$ cat src/rtl/lock_qualifier.sv
// lock_qualifier: debounces the asynchronous MMCM locked flag and releases a qualified
// active-low reset (resetn_out) only after lock has been continuously stable. Any loss of
// lock forces a minimum hold-off followed by full requalification. The MMCM itself is held
// in reset (mmcm_reset) after board reset and, when LOCK_QUALIFIER_RETRY_EN is defined,
// again whenever lock is not achieved within TIMEOUT_CYCLES.
// Optional feature macro: LOCK_QUALIFIER_RETRY_EN (undefined by default: no timeout/retry).
module lock_qualifier #(
  parameter int unsigned STABLE_CYCLES   = 1024,
  parameter int unsigned HOLD_CYCLES     = 64,
  parameter int unsigned TIMEOUT_CYCLES  = 1048576,
  parameter int unsigned MMCM_RST_CYCLES = 16
) (
  input  logic       clk,
  input  logic       resetn_async,
  input  logic       locked,
  output logic       mmcm_reset,
  output logic       resetn_out,
  output logic [7:0] loss_count,
  output logic [7:0] retry_count
);

  // Counter widths; clamped to 1 bit so a parameter of 1 still gives a legal vector.
  localparam int unsigned STABLE_W = (STABLE_CYCLES > 1) ? $clog2(STABLE_CYCLES) : 1;
  localparam int unsigned HOLD_W   = (HOLD_CYCLES > 1) ? $clog2(HOLD_CYCLES) : 1;
  localparam int unsigned MRST_W   = (MMCM_RST_CYCLES > 1) ? $clog2(MMCM_RST_CYCLES) : 1;

  localparam logic [STABLE_W-1:0] STABLE_LAST = STABLE_W'(STABLE_CYCLES - 1);
  localparam logic [HOLD_W-1:0]   HOLD_LAST   = HOLD_W'(HOLD_CYCLES - 1);
  localparam logic [MRST_W-1:0]   MRST_LAST   = MRST_W'(MMCM_RST_CYCLES - 1);

  localparam logic [2:0] ST_MRST = 3'd0;
  localparam logic [2:0] ST_WAIT = 3'd1;
  localparam logic [2:0] ST_QUAL = 3'd2;
  localparam logic [2:0] ST_RUN  = 3'd3;
  localparam logic [2:0] ST_HOLD = 3'd4;

  logic                sync1_q;
  logic                locked_s;
  logic [2:0]          state_q, state_d;
  logic [STABLE_W-1:0] stable_cnt_q, stable_cnt_d;
  logic [HOLD_W-1:0]   hold_cnt_q, hold_cnt_d;
  logic [MRST_W-1:0]   mrst_cnt_q, mrst_cnt_d;
  logic [7:0]          loss_q, loss_d;

`ifdef LOCK_QUALIFIER_RETRY_EN
  localparam int unsigned TMO_W = (TIMEOUT_CYCLES > 1) ? $clog2(TIMEOUT_CYCLES) : 1;
  localparam logic [TMO_W-1:0] TMO_LAST = TMO_W'(TIMEOUT_CYCLES - 1);

  logic [TMO_W-1:0] tmo_cnt_q, tmo_cnt_d;
  logic [7:0]       retry_q, retry_d;
`endif

  // Two-flop synchronizer for the asynchronous locked flag.
  always_ff @(posedge clk or negedge resetn_async) begin
    if (!resetn_async) begin
      sync1_q  <= 1'b0;
      locked_s <= 1'b0;
    end else begin
      sync1_q  <= locked;
      locked_s <= sync1_q;
    end
  end

  // Next-state and counter logic for the qualification FSM.
  always_comb begin
    state_d      = state_q;
    stable_cnt_d = stable_cnt_q;
    hold_cnt_d   = hold_cnt_q;
    mrst_cnt_d   = mrst_cnt_q;
    loss_d       = loss_q;

    case (state_q)
      ST_MRST: begin
        if (mrst_cnt_q == MRST_LAST) begin
          state_d    = ST_WAIT;
          mrst_cnt_d = '0;
        end else begin
          mrst_cnt_d = mrst_cnt_q + MRST_W'(1);
        end
      end
      ST_WAIT: begin
        if (locked_s) begin
          state_d      = ST_QUAL;
          stable_cnt_d = '0;
        end
      end
      ST_QUAL: begin
        if (!locked_s) begin
          state_d      = ST_WAIT;
          stable_cnt_d = '0;
        end else if (stable_cnt_q == STABLE_LAST) begin
          state_d      = ST_RUN;
          stable_cnt_d = '0;
        end else begin
          stable_cnt_d = stable_cnt_q + STABLE_W'(1);
        end
      end
      ST_RUN: begin
        if (!locked_s) begin
          state_d    = ST_HOLD;
          hold_cnt_d = '0;
          if (loss_q != 8'hff) loss_d = loss_q + 8'd1;
        end
      end
      ST_HOLD: begin
        // Lock status is deliberately ignored until the hold-off has elapsed.
        if (hold_cnt_q == HOLD_LAST) begin
          state_d    = ST_WAIT;
          hold_cnt_d = '0;
        end else begin
          hold_cnt_d = hold_cnt_q + HOLD_W'(1);
        end
      end
      default: begin
        state_d = ST_MRST;
      end
    endcase

`ifdef LOCK_QUALIFIER_RETRY_EN
    tmo_cnt_d = tmo_cnt_q;
    retry_d   = retry_q;
    if ((state_q == ST_WAIT) || (state_q == ST_QUAL)) begin
      // QUAL completion beats an expiring timeout; QUAL->WAIT flapping keeps counting.
      if (state_d == ST_RUN) begin
        tmo_cnt_d = '0;
      end else if (tmo_cnt_q == TMO_LAST) begin
        state_d      = ST_MRST;
        mrst_cnt_d   = '0;
        stable_cnt_d = '0;
        tmo_cnt_d    = '0;
        if (retry_q != 8'hff) retry_d = retry_q + 8'd1;
      end else begin
        tmo_cnt_d = tmo_cnt_q + TMO_W'(1);
      end
    end else begin
      tmo_cnt_d = '0;
    end
`endif
  end

  // State and counter registers; board reset returns everything to MRST at once.
  always_ff @(posedge clk or negedge resetn_async) begin
    if (!resetn_async) begin
      state_q      <= ST_MRST;
      stable_cnt_q <= '0;
      hold_cnt_q   <= '0;
      mrst_cnt_q   <= '0;
      loss_q       <= '0;
    end else begin
      state_q      <= state_d;
      stable_cnt_q <= stable_cnt_d;
      hold_cnt_q   <= hold_cnt_d;
      mrst_cnt_q   <= mrst_cnt_d;
      loss_q       <= loss_d;
    end
  end

`ifdef LOCK_QUALIFIER_RETRY_EN
  // Timeout counter and retry statistics.
  always_ff @(posedge clk or negedge resetn_async) begin
    if (!resetn_async) begin
      tmo_cnt_q <= '0;
      retry_q   <= '0;
    end else begin
      tmo_cnt_q <= tmo_cnt_d;
      retry_q   <= retry_d;
    end
  end

  assign retry_count = retry_q;
`else
  assign retry_count = 8'd0;
`endif

  // Outputs decode the registered state only, so they follow reset asynchronously.
  assign mmcm_reset = (state_q == ST_MRST);
  assign resetn_out = (state_q == ST_RUN);
  assign loss_count = loss_q;

endmodule

$ cat config.mk
export PLATFORM = sky130hd
export DESIGN_NAME = lock_qualifier
export DESIGN_NICKNAME = d
export VERILOG_FILES = /design/src/rtl/lock_qualifier.sv
export SDC_FILE = /design/constraint.sdc
export NUM_CORES = 1
export LEC_CHECK = 0
export CORE_MARGIN = 2
export CORE_UTILIZATION = 28
export DETAILED_ROUTE_END_ITERATION = 10
export GPL_TIMING_DRIVEN = 0
export PLACE_DENSITY_LB_ADDON = 0.08
export SLEW_MARGIN = 10
export SYNTH_ARGS = -nofsm -noshare
export SYNTH_HDL_FRONTEND = slang
export SYNTH_SLANG_ARGS = --single-unit
$ cat constraint.sdc
create_clock -name clk -period 1.5 [get_ports clk]
set_input_delay 0.375 -clock clk [delete_from_list [all_inputs] [get_ports clk]]
set_output_delay 0.375 -clock clk [all_outputs]
set_load 0.02 [all_outputs]
==> run_summary.xml, run 1 <==
<?xml version="1.0" encoding="UTF-8"?>
<metrics>
  <group name="clock_tree">
    <metric name="cts.root.buffer_cell" unit="">clkbuf_8</metric>
    <metric name="insertion_delay" unit="ns">0.28</metric>
    <metric name="tritoncts.num_buffers" unit="">5</metric>
    <metric name="cts_tree" unit="">done</metric>
    <metric name="cts.clk_slew.worst_paths" unit="ns">0.07</metric>
    <metric name="cts_max_path_buffers" unit="">2</metric>
    <metric name="h-tree-depth" unit="">2</metric>
    <metric name="tritoncts_num_sinks" unit="">33</metric>
  </group>
  <group name="routing">
    <metric name="routedLengthMet1" unit="mm">1.79</metric>
    <metric name="wl_met3" unit="µm">223</metric>
    <metric name="drt-pass1-iter-count" unit="">4</metric>
    <metric name="routed_via_density" unit="">4.90</metric>
    <metric name="detail_route.drc_violations" unit="">0</metric>
    <metric name="detailedRoute.firstIterationViolations" unit="">91</metric>
    <metric name="wl" unit="mm">4.11</metric>
    <metric name="ant_nets" unit="">0</metric>
    <metric name="top_layer_used" unit="">met4</metric>
    <metric name="detail_route.wl_per_cell" unit="µm">13.1</metric>
    <metric name="detailroute.wirelength.met2" unit="mm">2.04</metric>
    <metric name="detailroute.via_count" unit="">1533</metric>
  </group>
  <group name="sta">
    <metric name="worst_pin_slew" unit="ns">0.757</metric>
    <metric name="worst_slack" unit="ns">-0.117</metric>
    <metric name="finalHoldWorstSlack" unit="ns">0.160</metric>
    <metric name="post-route-period-util" unit="%">108</metric>
    <metric name="post-route-min-period" unit="ns">1.62</metric>
    <metric name="fin_setup_tns" unit="ns">-0.400</metric>
    <metric name="final_max_slew_viol_count" unit="">0</metric>
    <metric name="final_hold_violations" unit="">0</metric>
    <metric name="worst_slew_margin_rel" unit="%">49.6</metric>
    <metric name="max_freq" unit="GHz">0.618</metric>
    <metric name="finClkSkew" unit="ns">0.00526</metric>
    <metric name="grt_setup_unrepaired" unit="">true</metric>
    <metric name="setup_viol" unit="">10</metric>
  </group>
  <group name="critical_path">
    <metric name="critPathRequiredTime" unit="ns">1.12</metric>
    <metric name="start_kind" unit="">flip-flop</metric>
    <metric name="setup.worst_path.end_class" unit="">output port</metric>
    <metric name="crit_path_arrival_time" unit="ns">1.24</metric>
    <metric name="worst-path-max-fanout" unit="">9</metric>
    <metric name="crit_type" unit="">flip-flop to output port</metric>
  </group>
  <group name="yosys">
    <metric name="synthTopCellsByCount" unit="">33 x dfrtp_1, 20 x nand2_1, 15 x nor2_1, 11 x o21ai_1</metric>
    <metric name="number_of_synthesized_register_bits" unit="">33</metric>
    <metric name="ys.flop_type" unit="">dfrtp_1</metric>
    <metric name="synth.top_cell.area_share" unit="%">45.8</metric>
    <metric name="share_of_synthesized_flip_flops_with_an_asynchronous_set_or_reset" unit="%">100</metric>
    <metric name="syn_area" unit="µm²">1800</metric>
    <metric name="synthMostInstantiatedCell" unit="">dfrtp_1</metric>
    <metric name="cells_taking_the_most_area_after_synthesis" unit="">dfrtp_1 46%, buf_4 4.2%, nand2_1 4.2%</metric>
    <metric name="netlist-cell-type-count" unit="">48</metric>
    <metric name="synth-warning-count" unit="">0</metric>
    <metric name="yosysSeqAreaShare" unit="%">45.8</metric>
    <metric name="synthesis.area_per_instance" unit="µm²">10.1</metric>
    <metric name="post_synth_inst_count" unit="">179</metric>
    <metric name="netlist.top_cell.by_area" unit="">dfrtp_1</metric>
    <metric name="number_of_enable_type_register_cells_in_the_synthesized_netlist" unit="">0</metric>
  </group>
  <group name="placement">
    <metric name="dpl-instance-area" unit="µm²">2050</metric>
    <metric name="gp_congestion" unit="">0.798</metric>
    <metric name="dpl.hpwl" unit="mm">2.60</metric>
    <metric name="placement.io_buffers" unit="">12</metric>
    <metric name="cell_count_post_placement" unit="">275</metric>
  </group>
  <group name="layout">
    <metric name="num_antenna_cells" unit="">0</metric>
    <metric name="fin_cells" unit="">313</metric>
    <metric name="nets" unit="">242</metric>
    <metric name="area_growth_syn_to_layout" unit="%">40.7</metric>
    <metric name="final_layout_size_suffix_gt1_share" unit="%">39.0</metric>
    <metric name="postLayoutCellArea" unit="µm²">2540</metric>
  </group>
  <group name="global_routing">
    <metric name="grt_pass1_wl" unit="mm">6.98</metric>
    <metric name="global_route.overflow_total" unit="">0</metric>
    <metric name="first_global_vias" unit="">1520</metric>
    <metric name="maximum_number_of_pins_on_one_net_before_global_route_repair" unit="">34</metric>
    <metric name="grt_usage" unit="%">12.2</metric>
    <metric name="antenna_found_initial" unit="">0</metric>
  </group>
  <group name="floorplan">
    <metric name="placementRows" unit="">29</metric>
    <metric name="chipWidth" unit="µm">84.2</metric>
    <metric name="die_area" unit="µm²">7100</metric>
    <metric name="die-height" unit="µm">84.2</metric>
    <metric name="core_region_area" unit="µm²">6280</metric>
    <metric name="design.portCount" unit="">21</metric>
    <metric name="start_util" unit="%">28.7</metric>
  </group>
  <group name="power">
    <metric name="post-layout-total-power" unit="mW">3.35</metric>
    <metric name="power.density" unit="nW/µm²">1320</metric>
    <metric name="vdd.ir_drop.worst" unit="µV">622</metric>
    <metric name="p_leak" unit="nW">1.14</metric>
  </group>
  <group name="outcome">
    <metric name="outcome" unit="">finished with violations</metric>
    <metric name="violations_in_the_final_reports" unit="">negative setup slack</metric>
  </group>
  <group name="flow_run">
    <metric name="cap_violations" unit="">0</metric>
  </group>
  <group name="hold_path">
    <metric name="hold_path_class" unit="">primary input to async pin</metric>
  </group>
</metrics>
-- cell families after synthesis --
kind of cell | Yosys count | share of synthesized area, %
flip-flops | 33 | 45.8
AND/OR/NAND/NOR | 77 | 25.3
XOR/XNOR | 4 | 1.94
buffers and inverters | 12 | 4.65
other | 1 | 0.208
adder cells (fa/ha/maj) | 4 | 2.78
multiplexers | 5 | 3.12
AO/OA/AOI/OAI | 43 | 16.2
-- layer usage --
| layer | vias to the layer above | GRT usage (%) |
|---|---|---|
| li1 | 755 | - |
| met1 | 743 | 14.8 |
| met2 | 29 | 20.6 |
| met3 | 6 | 3.64 |
| met4 | 0 | 4.11 |
| met5 | - | 0 |
-- sequential cells by signal (all words and copies together) (netlist names) --
name and flops:
locked_s 1, loss_count 8, stable_cnt_q 10, mrst_cnt_q 4, state_q 3, hold_cnt_q 6, sync1_q 1
-- timing repair --
item,4_1_cts,5_1_grt
hold buffers,0,0
resized for setup,43,25
pin swaps,10,16
endpoints found under the setup margin,27,21
buffers inserted,15,15
cloned,0,0
-- power by group --
group	internal [mW]	switching, mW
sequential	1.07	0.204
clock	0.330	0.312
combinational	0.754	0.682
-- cells in the final DEF, fill, tap and decap left out, types with 3 or more instances in the layout --
cell type	count
dlygate4sd2_1	8
clkbuf_1	3
nand2_1	19
nor2_1	13
and3_1	3
xor2_1	3
a31oi_1	6
conb_1	8
mux2_4	3
o21ai_2	3
buf_6	12
dfrtp_2	10
dfrtp_1	23
buf_4	31
o21ai_1	9
nand3_1	9
clkbuf_8	5
a21oi_1	7
nand4_1	4
-- through the flow --
step	setup slack [ns]	util [%]
floorplan	-0.0194	-
global placement	-0.862	32.8
detailed placement	-0.430	32.7
CTS	-0.124	37.3
global route	-0.152	40.4
finish	-0.117	40.4
-- critical path, stage by stage, from the launching register on --
cell and delay (ns):
dfrtp_2 0.44, buf_6 0.15, and3b_1 0.25, buf_6 0.13
-- layout make-up --
cell class	count	area, µm²
repair buffers	42	359
plain buffers	11	93.8
inverters	1	3.75
flip-flops and latches	33	838
multi-input cells	141	1060
well taps	77	96.3
clock buffers	8	80.1
fillers	589	3740
-- final timing paths --
| kind | cells after the start | endpoint | startpoint | slack, ns |
|---|---|---|---|---|
| worst max-delay path | 3 | resetn_out | state_q[2] | -0.12 |
| worst min-delay path | 1 | loss_count[7] | resetn_async | 0.16 |
| worst max register to register | 6 | stable_cnt_q[3] | state_q[2] | -0.08 |
| worst min register to register | 0 | locked_s | sync1_q | 0.35 |
| max in group asynchronous | 1 | stable_cnt_q[7] | resetn_async | 0.81 |
| min in group clk | 0 | locked_s | sync1_q | 0.35 |
No activity file was read; power rests on OpenSTA's default activity.
==> run 2, diff against run 1 <==
REMOVE_ABC_BUFFERS = 1   (was unset)
==> run 2 against run 1 <==
The run still ends with negative setup slack left. Worst hold slack got worse by 0.0034 ns. Maximum frequency is 3.8% higher. Register-to-register slack improved by 0.02 ns. Critical path depth is 1 higher. First-iteration DRC count fell by 20%. Flip-flop and latch count stayed put. Largest cell class unchanged.
==> run_summary.xml, run 2 (synthesized netlist as in run 1, its figures left out) <==
<?xml version="1.0" encoding="UTF-8"?>
<metrics>
  <group name="layout">
    <metric name="fillerInstances" unit="">625</metric>
    <metric name="largest_register" unit="">stable_cnt_q</metric>
    <metric name="postLayoutCellArea" unit="µm²">2520</metric>
    <metric name="area_growth_syn_to_layout" unit="%">39.6</metric>
    <metric name="num_antenna_cells" unit="">0</metric>
    <metric name="finalCoreUtilization" unit="%">40.1</metric>
    <metric name="top_library_cells_by_usage_in_the_layout_fill_and_taps_aside" unit="">27 x buf_4, 25 x dfrtp_1, 18 x nand2_1, 13 x nor2_1, 11 x buf_6</metric>
    <metric name="nets" unit="">237</metric>
    <metric name="largest_reg_flops" unit="">10</metric>
    <metric name="most_common_cell_after_layout_fill_and_taps_aside" unit="">buf_4</metric>
    <metric name="final_layout_size_suffix_gt1_share" unit="%">39.8</metric>
    <metric name="fin_cells" unit="">308</metric>
    <metric name="seqCellArea" unit="µm²">836</metric>
    <metric name="multiInputGateArea" unit="µm²">1080</metric>
  </group>
  <group name="routing">
    <metric name="ant_nets" unit="">0</metric>
    <metric name="detail_route.drc_violations" unit="">0</metric>
    <metric name="detailedRoute.firstIterationViolations" unit="">73</metric>
    <metric name="detail_route.wl_per_cell" unit="µm">14.4</metric>
    <metric name="routed_via_density" unit="">5.02</metric>
    <metric name="detailroute.via_count" unit="">1547</metric>
    <metric name="wl" unit="mm">4.44</metric>
    <metric name="drt-pass1-iter-count" unit="">4</metric>
  </group>
  <group name="power">
    <metric name="power.density" unit="nW/µm²">1330</metric>
    <metric name="vdd.ir_drop.worst" unit="µV">966</metric>
    <metric name="p_leak" unit="nW">1.10</metric>
    <metric name="post-layout-total-power" unit="mW">3.35</metric>
  </group>
  <group name="sta">
    <metric name="final_hold_violations" unit="">0</metric>
    <metric name="grt_setup_unrepaired" unit="">true</metric>
    <metric name="finalHoldWorstSlack" unit="ns">0.157</metric>
    <metric name="fin_setup_tns" unit="ns">-0.275</metric>
    <metric name="final_max_slew_viol_count" unit="">0</metric>
    <metric name="worst_slew_margin_rel" unit="%">48.6</metric>
    <metric name="worst_pin_slew" unit="ns">0.771</metric>
    <metric name="finClkSkew" unit="ns">0.0103</metric>
    <metric name="setup_viol" unit="">10</metric>
    <metric name="post-route-min-period" unit="ns">1.56</metric>
    <metric name="worst_slack" unit="ns">-0.0576</metric>
    <metric name="post-route-period-util" unit="%">104</metric>
    <metric name="max_freq" unit="GHz">0.642</metric>
  </group>
  <group name="floorplan">
    <metric name="placementRows" unit="">29</metric>
    <metric name="core_region_area" unit="µm²">6280</metric>
    <metric name="chipWidth" unit="µm">84.2</metric>
    <metric name="die_area" unit="µm²">7100</metric>
    <metric name="die-height" unit="µm">84.2</metric>
    <metric name="design.portCount" unit="">21</metric>
    <metric name="start_util" unit="%">28.7</metric>
  </group>
  <group name="placement">
    <metric name="dpl.hpwl" unit="mm">2.58</metric>
    <metric name="dp_worst_setup_slack" unit="ns">-0.543</metric>
    <metric name="dpl-instance-area" unit="µm²">1960</metric>
    <metric name="placement.io_buffers" unit="">12</metric>
    <metric name="gp_congestion" unit="">0.721</metric>
    <metric name="cell_count_post_placement" unit="">264</metric>
  </group>
  <group name="critical_path">
    <metric name="reg2reg_depth" unit="">4</metric>
    <metric name="setup.worst_path.end_class" unit="">flip-flop</metric>
    <metric name="reg2reg_from" unit="">state_q[2]</metric>
    <metric name="start_kind" unit="">flip-flop</metric>
    <metric name="setup.reg_to_reg.worst_slack" unit="ns">-0.06</metric>
    <metric name="timing.rr.end" unit="">loss_count[6]</metric>
    <metric name="worst-path-max-fanout" unit="">6</metric>
    <metric name="critPathRequiredTime" unit="ns">1.67</metric>
    <metric name="crit_path_arrival_time" unit="ns">1.73</metric>
    <metric name="crit_type" unit="">flip-flop to flip-flop</metric>
  </group>
  <group name="global_routing">
    <metric name="grt_pass1_wl" unit="mm">7.33</metric>
    <metric name="grt_util_met2" unit="%">21.1</metric>
    <metric name="antenna_found_initial" unit="">0</metric>
    <metric name="grt_use_met3" unit="%">3.24</metric>
    <metric name="grt_usage" unit="%">12.7</metric>
    <metric name="maximum_number_of_pins_on_one_net_before_global_route_repair" unit="">34</metric>
    <metric name="grtUsageMet1" unit="%">16.2</metric>
    <metric name="global_route.overflow_total" unit="">0</metric>
    <metric name="first_global_vias" unit="">1503</metric>
    <metric name="grt.busiest_layer" unit="">met2</metric>
  </group>
  <group name="hold_path">
    <metric name="hold_path_class" unit="">primary input to async pin</metric>
  </group>
  <group name="outcome">
    <metric name="violations_in_the_final_reports" unit="">negative setup slack</metric>
    <metric name="outcome" unit="">finished with violations</metric>
  </group>
  <group name="flow_run">
    <metric name="cap_violations" unit="">0</metric>
  </group>
  <group name="clock_tree">
    <metric name="h-tree-depth" unit="">2</metric>
    <metric name="cts.clk_slew.worst_paths" unit="ns">0.08</metric>
    <metric name="cts.root.buffer_cell" unit="">clkbuf_8</metric>
    <metric name="cts_tree" unit="">done</metric>
    <metric name="tritoncts_num_sinks" unit="">33</metric>
    <metric name="cts_max_path_buffers" unit="">2</metric>
    <metric name="tritoncts.num_buffers" unit="">5</metric>
    <metric name="postCtsHoldBufs" unit="">0</metric>
    <metric name="insertion_delay" unit="ns">0.29</metric>
  </group>
</metrics>
-- run 2: cell count changes in the layout (fill, tap and decap cells not counted), moves of 2 or more --
cell	before	now
buf_4	31	27
clkdlybuf4s15_1	0	3
dlygate4sd2_1	8	5
clkbuf_1	3	1
clkinv_2	0	2
dfrtp_1	23	25
dfrtp_2	10	8
ha_2	0	2
-- run 2: worst max-delay path by stage --
| stage | start | endpoint | slack [ns] | cells after the start |
|---|---|---|---|---|
| 2_1_floorplan | loss_count[4] | loss_count[1] | -0.09 | 4 |
| 3_3_place_gp | resetn_async | stable_cnt_q[1] | -0.68 | 1 |
| 3_5_place_dp | state_q[1] | mmcm_reset | -0.54 | 2 |
| 4_1_cts | state_q[2] | stable_cnt_q[5] | -0.08 | 5 |
| 5_1_grt | state_q[2] | stable_cnt_q[3] | -0.14 | 6 |
| 6_report | state_q[2] | loss_count[6] | -0.06 | 4 |
-- run 2: layout make-up --
cell class	count	share of cell area, %
tap	77	3.83
clock buffer	6	2.88
sequential	33	33.2
clock inverter	2	0.398
inverter	1	0.149
multi-input combinational	141	43.0
timing repair buffer	48	16.5
-- run 2: critical path, cell delays in order (launching register included) --
cell and delay (ns):
dfrtp_2 0.46, and4bb_2 0.35, and3_4 0.21, nand4_1 0.11
mux2_4 0.32
-- run 2: timing repair --
item | in CTS | in global routing
endpoints found under the setup margin | 28 | 24
setup buffers | 23 | 13
resized for setup | 45 | 35
pin swaps | 21 | 19
-- run 2: report_power, final --
group          internal (mW)  total [mW]  switching [mW]
Sequential              1.06        1.30           0.234
Combinational          0.735        1.39           0.659
Clock                  0.322       0.661           0.340
Total                   2.12        3.35            1.23
-- run 2: metal layers --
metal | wire (µm) | up-vias
li1 | - | 748
met1 | 1990 | 753
met2 | 2190 | 37
met3 | 193 | 9
met4 | 74 | 0
met5 | 0 | -
==> run 3, diff against run 2 <==
SKIP_CTS_REPAIR_TIMING = 1   (was unset)
==> run 3 against run 2 <==
The flow still finishes with violations (negative setup slack). Via count down 3.1%. Clock skew grew 0.00059 ns. Non-clock buffer count is 4 lower. First-iteration DRC count shrank 6.8%. Register-to-register slack worse by 0.08 ns. Clock power decreased by 1%. Critical path depth decreased by 1. Count of clock-buffer cells in the layout did not move.
==> run_summary.xml, run 3 (synthesized netlist as in run 1, its figures left out) <==
<?xml version="1.0" encoding="UTF-8"?>
<metrics>
  <group name="placement">
    <metric name="dpl.hpwl" unit="mm">2.58</metric>
    <metric name="dpl-instance-area" unit="µm²">1960</metric>
    <metric name="gp_congestion" unit="">0.721</metric>
    <metric name="cell_count_post_placement" unit="">264</metric>
    <metric name="dp_worst_setup_slack" unit="ns">-0.543</metric>
    <metric name="placement.io_buffers" unit="">12</metric>
  </group>
  <group name="floorplan">
    <metric name="chipWidth" unit="µm">84.2</metric>
    <metric name="core_region_area" unit="µm²">6280</metric>
    <metric name="die_area" unit="µm²">7100</metric>
    <metric name="placementRows" unit="">29</metric>
    <metric name="design.portCount" unit="">21</metric>
    <metric name="die-height" unit="µm">84.2</metric>
    <metric name="start_util" unit="%">28.7</metric>
  </group>
  <group name="routing">
    <metric name="detail_route.drc_violations" unit="">0</metric>
    <metric name="ant_nets" unit="">0</metric>
    <metric name="routed_via_density" unit="">4.93</metric>
    <metric name="detail_route.wl_per_cell" unit="µm">13.9</metric>
    <metric name="wl" unit="mm">4.23</metric>
    <metric name="drt-pass1-iter-count" unit="">4</metric>
    <metric name="detailroute.via_count" unit="">1499</metric>
    <metric name="detailedRoute.firstIterationViolations" unit="">68</metric>
  </group>
  <group name="sta">
    <metric name="worst_slack" unit="ns">-0.154</metric>
    <metric name="final_hold_violations" unit="">0</metric>
    <metric name="worst_pin_slew" unit="ns">0.771</metric>
    <metric name="worst_slew_margin_rel" unit="%">48.6</metric>
    <metric name="final_max_slew_viol_count" unit="">0</metric>
    <metric name="post-route-period-util" unit="%">110</metric>
    <metric name="fin_setup_tns" unit="ns">-0.693</metric>
    <metric name="post-route-min-period" unit="ns">1.65</metric>
    <metric name="grt_setup_unrepaired" unit="">true</metric>
    <metric name="finalHoldWorstSlack" unit="ns">0.160</metric>
    <metric name="max_freq" unit="GHz">0.605</metric>
    <metric name="finClkSkew" unit="ns">0.0109</metric>
    <metric name="setup_viol" unit="">9</metric>
  </group>
  <group name="clock_tree">
    <metric name="cts.root.buffer_cell" unit="">clkbuf_8</metric>
    <metric name="cts.clk_slew.worst_paths" unit="ns">0.08</metric>
    <metric name="insertion_delay" unit="ns">0.29</metric>
    <metric name="tritoncts_num_sinks" unit="">33</metric>
    <metric name="cts_tree" unit="">done</metric>
    <metric name="tritoncts.num_buffers" unit="">5</metric>
    <metric name="h-tree-depth" unit="">2</metric>
    <metric name="cts_max_path_buffers" unit="">2</metric>
  </group>
  <group name="critical_path">
    <metric name="start_kind" unit="">flip-flop</metric>
    <metric name="reg2reg_from" unit="">state_q[0]</metric>
    <metric name="setup.reg_to_reg.worst_slack" unit="ns">-0.14</metric>
    <metric name="reg2reg_depth" unit="">5</metric>
    <metric name="worst-path-max-fanout" unit="">5</metric>
    <metric name="timing.rr.end" unit="">stable_cnt_q[5]</metric>
    <metric name="setup.worst_path.end_class" unit="">output port</metric>
    <metric name="crit_path_arrival_time" unit="ns">1.28</metric>
    <metric name="crit_type" unit="">flip-flop to output port</metric>
    <metric name="critPathLaunch" unit="">state_q[0]</metric>
    <metric name="critPathRequiredTime" unit="ns">1.12</metric>
  </group>
  <group name="layout">
    <metric name="nets" unit="">233</metric>
    <metric name="largest_register" unit="">stable_cnt_q</metric>
    <metric name="fin_cells" unit="">304</metric>
    <metric name="most_common_cell_after_layout_fill_and_taps_aside" unit="">buf_4</metric>
    <metric name="final_layout_size_suffix_gt1_share" unit="%">38.8</metric>
    <metric name="seqCellArea" unit="µm²">836</metric>
    <metric name="finalCoreUtilization" unit="%">39.6</metric>
    <metric name="num_antenna_cells" unit="">0</metric>
    <metric name="top_library_cells_by_usage_in_the_layout_fill_and_taps_aside" unit="">28 x buf_4, 25 x dfrtp_1, 20 x nand2_1, 11 x nor2_1, 10 x o21ai_1</metric>
    <metric name="largest_reg_flops" unit="">10</metric>
    <metric name="postLayoutCellArea" unit="µm²">2480</metric>
    <metric name="multiInputGateArea" unit="µm²">1080</metric>
    <metric name="area_growth_syn_to_layout" unit="%">37.8</metric>
    <metric name="fillerInstances" unit="">620</metric>
  </group>
  <group name="power">
    <metric name="post-layout-total-power" unit="mW">3.31</metric>
    <metric name="power.density" unit="nW/µm²">1330</metric>
    <metric name="vdd.ir_drop.worst" unit="µV">1010</metric>
    <metric name="p_leak" unit="nW">1.20</metric>
  </group>
  <group name="flow_run">
    <metric name="cap_violations" unit="">0</metric>
  </group>
  <group name="global_routing">
    <metric name="global_route.overflow_total" unit="">0</metric>
    <metric name="antenna_found_initial" unit="">0</metric>
    <metric name="first_global_vias" unit="">1378</metric>
    <metric name="grt_pass1_wl" unit="mm">6.78</metric>
    <metric name="maximum_number_of_pins_on_one_net_before_global_route_repair" unit="">34</metric>
    <metric name="grt_usage" unit="%">11.7</metric>
  </group>
  <group name="outcome">
    <metric name="outcome" unit="">finished with violations</metric>
    <metric name="violations_in_the_final_reports" unit="">negative setup slack</metric>
  </group>
  <group name="hold_path">
    <metric name="hold_path_class" unit="">primary input to async pin</metric>
  </group>
</metrics>
==> run 3: cell count changes in the layout (fill, tap and decap cells not counted), moves of 2 or more <==
cell | before | now
nand2_2 | 2 | 0
dlygate4sd2_1 | 5 | 0
o31ai_2 | 0 | 2
clkdlybuf4s15_1 | 3 | 0
nand2_1 | 18 | 20
nor2_4 | 0 | 2
buf_6 | 11 | 5
o31ai_1 | 2 | 0
dlymetal6s2s_1 | 0 | 8
nor2_1 | 13 | 11
==> run 3: critical path, stage by stage (launching register included) <==
cell,delay (ns)
dfrtp_2,0.43
buf_4,0.17
nor3_4,0.24
buf_6,0.15
==> run 3: metal layers <==
| metal | vias to the layer above | global-route usage, % | routed length (µm) | share of wire [%] |
|---|---|---|---|---|
| li1 | 738 | - | - | - |
| met2 | 23 | 18.7 | 2100 | 50 |
| met5 | - | 0 | 0 | 0 |
| met4 | 0 | 4.25 | 53 | 1.3 |
| met3 | 6 | 3.24 | 151 | 3.6 |
| met1 | 732 | 15.3 | 1920 | 45 |
==> run 3: where the power goes <==
group,internal (mW),switching [mW],total [mW]
combinational,0.726,0.690,1.42
clock,0.322,0.332,0.653
sequential,1.06,0.180,1.24
total,2.11,1.20,3.31
==> run 3: worst max-delay path by stage <==
stage               slack [ns]               to
floorplan                -0.09    loss_count[1]
global placement         -0.68  stable_cnt_q[1]
detailed placement       -0.54       mmcm_reset
CTS                      -0.87       mmcm_reset
global route             -0.20       mmcm_reset
finish                   -0.15       mmcm_reset
==> run 3: layout make-up <==
cell class                      instances  share of cell area [%]
Clock buffer                            6                    2.92
Sequential cell                        33                    33.7
Inverter                                1                   0.151
Clock inverter                          2                   0.403
Multi-Input combinational cell        141                    43.4
Timing Repair Buffer                   44                    15.6
Tap cell                               77                    3.88
